### config.mk
export PLATFORM = sky130hd
export DESIGN_NAME = bus_arbiter
export DESIGN_NICKNAME = d
export VERILOG_FILES = /design/src/rtl/bus_pkg.sv /design/src/rtl/rr_arbiter.sv /design/src/rtl/bus_arbiter.sv
export SDC_FILE = /design/constraint.sdc
export NUM_CORES = 1
export LEC_CHECK = 0
export BUFFER_PORTS_ARGS = -buffer_cell sky130_fd_sc_hd__buf_2
export CAP_MARGIN = 20
export CORE_MARGIN = 1
export CORE_UTILIZATION = 56
export DETAILED_ROUTE_END_ITERATION = 8
export PLACE_DENSITY = 0.9
export SLEW_MARGIN = 20
export SYNTH_ARGS = -nofsm -noshare
export SYNTH_HDL_FRONTEND = slang
export SYNTH_SLANG_ARGS = --single-unit
### constraint.sdc
create_clock -name clk -period 6.36 [get_ports clk]
set_input_delay 0.636 -clock clk [delete_from_list [all_inputs] [get_ports clk]]
set_output_delay 0.636 -clock clk [all_outputs]
set_load 0.005 [all_outputs]
### src/rtl/bus_pkg.sv
// Shared types for the two-requester register-bus arbiter.
// Holds the FSM state enum, the pending-request payload struct and the
// round-robin pick helper used by rr_arbiter.
package bus_pkg;

  // Payload fields are sized for the widest supported bus; users narrow them with casts.
  localparam int unsigned BUS_ADDR_MAX = 32;
  localparam int unsigned BUS_DATA_MAX = 32;

  typedef enum logic [1:0] {
    ST_IDLE  = 2'd0,
    ST_ISSUE = 2'd1,
    ST_WAIT  = 2'd2
  } arb_state_e;

  typedef struct packed {
    logic [BUS_ADDR_MAX-1:0] addr;
    logic [BUS_DATA_MAX-1:0] wdata;
    logic                    rw;
  } bus_req_t;

  // 2-way round robin: on a tie the last-granted requester loses.
  function automatic logic rr_pick(input logic [1:0] pending, input logic last);
    logic pick;
    pick = 1'b0;
    if (&pending) begin
      pick = ~last;
    end else if (pending[1]) begin
      pick = 1'b1;
    end
    return pick;
  endfunction

endpackage

### src/rtl/rr_arbiter.sv
// Combinational 2-way round-robin grant.
// Ports: pending_i - per-requester pending bits
//        last_i    - index of the last-granted requester
//        gnt_idx_c - index of the winner (valid when gnt_any_c)
//        gnt_any_c - at least one requester pending
module rr_arbiter
  import bus_pkg::*;
(
  input  logic [1:0] pending_i,
  input  logic       last_i,
  output logic       gnt_idx_c,
  output logic       gnt_any_c
);

  always_comb begin
    gnt_any_c = |pending_i;
    gnt_idx_c = rr_pick(pending_i, last_i);
  end

endmodule

### src/rtl/bus_arbiter.sv
// Two-requester arbiter in front of a daisy-chained register bus.
// Each requester owns a one-deep pending slot; one transaction is outstanding
// at a time (IDLE -> ISSUE -> WAIT), granted round-robin.
// Optional feature macro: ARB_TIMEOUT_EN adds a WAIT timeout counter and req_err_o.
// Ports:
//   clk, rst                     - clock, asynchronous active-high reset
//   req_addr_i/req_wdata_i       - per-requester address / write data (requester i in slice i)
//   req_rw_i/req_valid_i         - per-requester access type (1=write) / request strobe
//   req_rdata_o/req_valid_o      - per-requester response data / response strobe
//   req_err_o                    - per-requester timeout flag (ARB_TIMEOUT_EN only)
//   addr_o/wdata_o/rw_o/valid_o  - request to bus head
//   rdata_i/valid_i              - response from bus tail
module bus_arbiter
  import bus_pkg::*;
#(
  parameter int unsigned ADDR_WIDTH     = 16,
  parameter int unsigned DATA_WIDTH     = 16,
  parameter int unsigned TIMEOUT_CYCLES = 255
) (
  input  logic                    clk,
  input  logic                    rst,
  input  logic [2*ADDR_WIDTH-1:0] req_addr_i,
  input  logic [2*DATA_WIDTH-1:0] req_wdata_i,
  input  logic [1:0]              req_rw_i,
  input  logic [1:0]              req_valid_i,
  output logic [2*DATA_WIDTH-1:0] req_rdata_o,
  output logic [1:0]              req_valid_o,
`ifdef ARB_TIMEOUT_EN
  output logic [1:0]              req_err_o,
`endif
  output logic [ADDR_WIDTH-1:0]   addr_o,
  output logic [DATA_WIDTH-1:0]   wdata_o,
  output logic                    rw_o,
  output logic                    valid_o,
  input  logic [DATA_WIDTH-1:0]   rdata_i,
  input  logic                    valid_i
);

  arb_state_e state_q, state_d;
  bus_req_t   slot_q [2];
  bus_req_t   slot_d [2];
  logic [1:0] pend_q, pend_d;
  logic       grant_q, grant_d;
  logic       last_q, last_d;

  logic [ADDR_WIDTH-1:0] addr_q, addr_d;
  logic [DATA_WIDTH-1:0] wdata_q, wdata_d;
  logic                  rw_q, rw_d;
  logic                  valid_q, valid_d;
  logic [DATA_WIDTH-1:0] rdata_q [2];
  logic [DATA_WIDTH-1:0] rdata_d [2];
  logic [1:0]            rsp_valid_q, rsp_valid_d;

`ifdef ARB_TIMEOUT_EN
  localparam int unsigned CNT_W = (TIMEOUT_CYCLES > 1) ? $clog2(TIMEOUT_CYCLES) : 1;
  logic [CNT_W-1:0] cnt_q, cnt_d;
  logic [1:0]       err_q, err_d;
`endif

  logic [1:0] clr_c;
  logic       gnt_idx_c;
  logic       gnt_any_c;

  rr_arbiter u_rr (
    .pending_i (pend_q),
    .last_i    (last_q),
    .gnt_idx_c (gnt_idx_c),
    .gnt_any_c (gnt_any_c)
  );

  // Next-state, bus drive, response and slot bookkeeping
  always_comb begin
    state_d     = state_q;
    slot_d      = slot_q;
    pend_d      = pend_q;
    grant_d     = grant_q;
    last_d      = last_q;
    addr_d      = addr_q;
    wdata_d     = wdata_q;
    rw_d        = 1'b0;
    valid_d     = 1'b0;
    rdata_d     = rdata_q;
    rsp_valid_d = 2'b00;
    clr_c       = 2'b00;
`ifdef ARB_TIMEOUT_EN
    cnt_d       = cnt_q;
    err_d       = 2'b00;
`endif

    case (state_q)
      ST_IDLE: begin
        // Bus outputs are loaded here so valid_o is high exactly while in ISSUE.
        if (gnt_any_c) begin
          grant_d = gnt_idx_c;
          last_d  = gnt_idx_c;
          addr_d  = ADDR_WIDTH'(slot_q[gnt_idx_c].addr);
          wdata_d = DATA_WIDTH'(slot_q[gnt_idx_c].wdata);
          rw_d    = slot_q[gnt_idx_c].rw;
          valid_d = 1'b1;
          state_d = ST_ISSUE;
        end
      end
      ST_ISSUE: begin
        state_d = ST_WAIT;
`ifdef ARB_TIMEOUT_EN
        cnt_d   = '0;
`endif
      end
      ST_WAIT: begin
        if (valid_i) begin
          rdata_d[grant_q]     = rdata_i;
          rsp_valid_d[grant_q] = 1'b1;
          clr_c[grant_q]       = 1'b1;
          state_d              = ST_IDLE;
        end
`ifdef ARB_TIMEOUT_EN
        else if (cnt_q == CNT_W'(TIMEOUT_CYCLES - 1)) begin
          rdata_d[grant_q]     = '0;
          rsp_valid_d[grant_q] = 1'b1;
          err_d[grant_q]       = 1'b1;
          clr_c[grant_q]       = 1'b1;
          state_d              = ST_IDLE;
        end else begin
          cnt_d = cnt_q + CNT_W'(1);
        end
`endif
      end
      default: state_d = ST_IDLE;
    endcase

    // Clear first so a request landing on the freeing cycle is captured.
    for (int i = 0; i < 2; i++) begin
      if (clr_c[i]) begin
        pend_d[i] = 1'b0;
      end
      if (req_valid_i[i] && !pend_d[i]) begin
        pend_d[i]       = 1'b1;
        slot_d[i].addr  = BUS_ADDR_MAX'(req_addr_i[i*ADDR_WIDTH +: ADDR_WIDTH]);
        slot_d[i].wdata = BUS_DATA_MAX'(req_wdata_i[i*DATA_WIDTH +: DATA_WIDTH]);
        slot_d[i].rw    = req_rw_i[i];
      end
    end
  end

  // State and output registers
  always_ff @(posedge clk or posedge rst) begin
    if (rst) begin
      state_q     <= ST_IDLE;
      slot_q[0]   <= '0;
      slot_q[1]   <= '0;
      pend_q      <= 2'b00;
      grant_q     <= 1'b0;
      last_q      <= 1'b1;
      addr_q      <= '0;
      wdata_q     <= '0;
      rw_q        <= 1'b0;
      valid_q     <= 1'b0;
      rdata_q[0]  <= '0;
      rdata_q[1]  <= '0;
      rsp_valid_q <= 2'b00;
`ifdef ARB_TIMEOUT_EN
      cnt_q       <= '0;
      err_q       <= 2'b00;
`endif
    end else begin
      state_q     <= state_d;
      slot_q      <= slot_d;
      pend_q      <= pend_d;
      grant_q     <= grant_d;
      last_q      <= last_d;
      addr_q      <= addr_d;
      wdata_q     <= wdata_d;
      rw_q        <= rw_d;
      valid_q     <= valid_d;
      rdata_q     <= rdata_d;
      rsp_valid_q <= rsp_valid_d;
`ifdef ARB_TIMEOUT_EN
      cnt_q       <= cnt_d;
      err_q       <= err_d;
`endif
    end
  end

  assign req_rdata_o = {rdata_q[1], rdata_q[0]};
  assign req_valid_o = rsp_valid_q;
`ifdef ARB_TIMEOUT_EN
  assign req_err_o   = err_q;
`endif
  assign addr_o      = addr_q;
  assign wdata_o     = wdata_q;
  assign rw_o        = rw_q;
  assign valid_o     = valid_q;

endmodule
==> impl_results.md <==
- Status: complete, no violations
- Total GRT Usage: 23.9%
- Commonest cells in the netlist: dfrtp_1, mux2_2, mux2_4, buf_2
- Max_cap viols: 0
- GR Overflow Total: 0
- Post-Syn Nets: 428
- Crit Path Class: reg2reg
- Main combinational cell family by area after synthesis: multiplexers
- Worst-path cell chain: and4bb_1 -> o21a_2 -> buf_4 -> mux2_2
- Vias in the first global route: 3,715
- CTS tree: built
- XOR/XNOR Fraction of Synth Area: 0%
- Endpoints failing hold: 0
- Synth Area in Adders: 0%
- Routability congestion estimate: 0.743
- Chip width: 103 µm
- Syn. warnings: 0
- First-pass GRT wire length: 18,300 µm
- Fin. max-slew vios: 0
- P&R area growth vs syn: 24.6%
- Input/output buffers: about 150
- Post-synth EDFFs: 0
- Final setup violation count: 0
- # IOs: 155
- Async set-reset flop share out of synthesis: 100%
- Bufs and invs on worst path: 1
- First-iteration detailed-routing DRC count: 80
- CTS resizes: 0
- Highest clock rate: 387 MHz
- Unrepaired setup endpoints after global routing: false
- Num CTS Buffers: 17
- Mapped Cells: 341
- Final net count: 590
- Post-synthesis sequential area ratio: 60.9%
- Row cnt: 36
- Worst Path Max Fanout: 33
- Most common cell in the netlist: dfrtp_1
- H-tree depth reported by CTS: 4
- Routed WL: 11,700 µm
- Cell Pwr Density: 534 nW/µm²
- CTS max path bufs: 2
- ANT nets after route: 0
- Startpoint types: flop
- Initial antenna violation count: 1
- Register area: 3500 µm²
- Area share of the largest cell type after synthesis: between 60% and 70%
- DRT Pass-1 Iters: 4
- Core area: 9860 µm²
- Die H: 103 µm
- Required time worst endpoint: 6750 ps
- # Post-CTS Setup Buffers: 0
- Clk sink count: 140
- Leakage: 3.49 nW
- DRC: 0
- Share of layout cells above drive strength 1: approximately 69%
- Cell Area, Synth: ~5800 µm²
- Arrival time worst endpoint: 2970 ps
- Top Family by Delay on Critical Path: simple AND/OR/NAND/NOR gates
- Hold WC Path Type: in2async
- Maximum vdd drop: 358 µV
- Clock transition at the registers of the reported paths: around 60 ps
- Largest stage delay, worst path: about 880 ps
- CP Capture Type: flop
- Simple logic cell fraction of the synthesized area: 0.630%
- Final Skew: 5.11 ps
- Skew-Pair Late Insertion Delay: 510 ps
- Largest net degree at the start of global routing: 75
- Tmin final: 2580 ps
- Slew Limit Headroom: about two fifths
- Multi-input gate area: 2080 µm²
- Seq cells post-synth: 140
- Multiplexer share of the synthesized area: 33.8%
- Cell accounting for the most synthesized area: dfrtp_1
- Wire per inst: 18.0 µm
- Detailed-route via count: around 3.4k
- Fin crit share: 40.6%
- Worst Tran Pin Value: approximately 890 ps
- Initial Util: 58.4%
- HPWL Detailed: 7920 µm
- Yosys cell types: 25
- Post-Layout Cell Count: 648
- Fin Setup TNS: 0 ps
- Die ar.: 10,700 µm²
- Complex-gate fraction of the synthesized area: under 10%
- Largest cells by area after synthesis: dfrtp_1, mux2_2, mux2_4
- Ys flop type: dfrtp_1
- Hold Buf Count CTS: 0
- Inst Count DP: 616
- Routed vias/inst: about 5.3
- Slowest cell on the critical path: and4bb_1
- Avg Inst Size Synth: around 17 µm²
- Filler cells: 651
- Clock root buffer: clkbuf_8
cell usage in the layout (no fill, tap or decap), drive strengths merged:
cell / instances
dfstp: 1
nand4b: 1
mux2: 162
o21ai: 2
inv: 5
bufinv: 2
diode: 1
buf: 160
a21o: 1
nand3b: 1
a22o: 1
a21boi: 2
o21a: 1
dfrtp: 139
mux2i: 1
a21oi: 1
a31oi: 1
clkbuf: 22
o21bai: 1
nor2: 2
clkinv: 6
and4bb: 1
clkinvlp: 1
through the flow:
stage / instance area, µm² / setup WS [ps] / hold WS, ps / util (%) / power [W]
floorplan: 5760 / 1970 / 475 / - / 0.00250
global placement: 6580 / 3010 / 478 / 66.7 / 0.00283
detailed placement: 6610 / 3080 / 489 / 67.0 / 0.00293
CTS: 7160 / 3320 / 205 / 72.6 / 0.00388
global route: 7170 / 3640 / 233 / 72.7 / 0.00406
finish: 7170 / 3780 / 206 / 72.7 / 0.00383
final cells by class:
| cell class | count | area share, % |
|---|---|---|
| multi-input combinational | 178 | 29.0 |
| clock inverter | 8 | 1.29 |
| inverter | 6 | 0.384 |
| clock buffer | 22 | 6.45 |
| timing repair buffer | 160 | 11.7 |
| tap | 133 | 2.32 |
| antenna | 1 | 0.0349 |
| sequential | 140 | 48.8 |
power by group:
group | internal (W) | leakage [nW] | switching (W) | total [W]
Combinational | 0.000844 | 1.52 | 0.000497 | 0.00134
Sequential | 0.00134 | 1.69 | 0.000234 | 0.00157
Clock | 0.000580 | 0.276 | 0.000337 | 0.000918
Total | 0.00276 | 3.49 | 0.00107 | 0.00383
layer usage:
metal / part of all wire (%) / up-vias / track usage [%]
met1: 41 / 1756 / 27.2
met3: 4.8 / 19 / 7.26
met5: 0 / - / 0
li1: - / 1540 / -
met2: 52 / 104 / 41.2
met4: 2.2 / 0 / 11.4
registers in the layout, indices dropped and copies added, names as in the netlist:
name / cells
rw_o: 1
req_rdata_o: 32
grant_q: 1
last_q: 1
slot_q: 66
state_q: 2
valid_o: 1
pend_q: 2
addr_o: 16
req_valid_o: 2
wdata_o: 16
final timing paths:
| path | to | startpoint | slack (ps) | cells after the start |
|---|---|---|---|---|
| max | slot_q[66] | state_q[0] | 3780 | 4 |
| min | req_rdata_o[22] | rst | 210 | 2 |
| max reg2reg | slot_q[66] | state_q[0] | 3780 | 4 |
| min reg2reg | req_rdata_o[9] | req_rdata_o[9] | 500 | 1 |
| max in group asynchronous | wdata_o[11] | rst | 4830 | 3 |
| min in group clk | pend_q[1] | req_valid_i[1] | 340 | 2 |
cells by family after synthesis:
family	Yosys count
multiplexers	163
AND/OR/NAND/NOR	5
buffers and inverters	23
AO/OA/AOI/OAI	10
flip-flops	140
(Power assumes the default switching activity.)
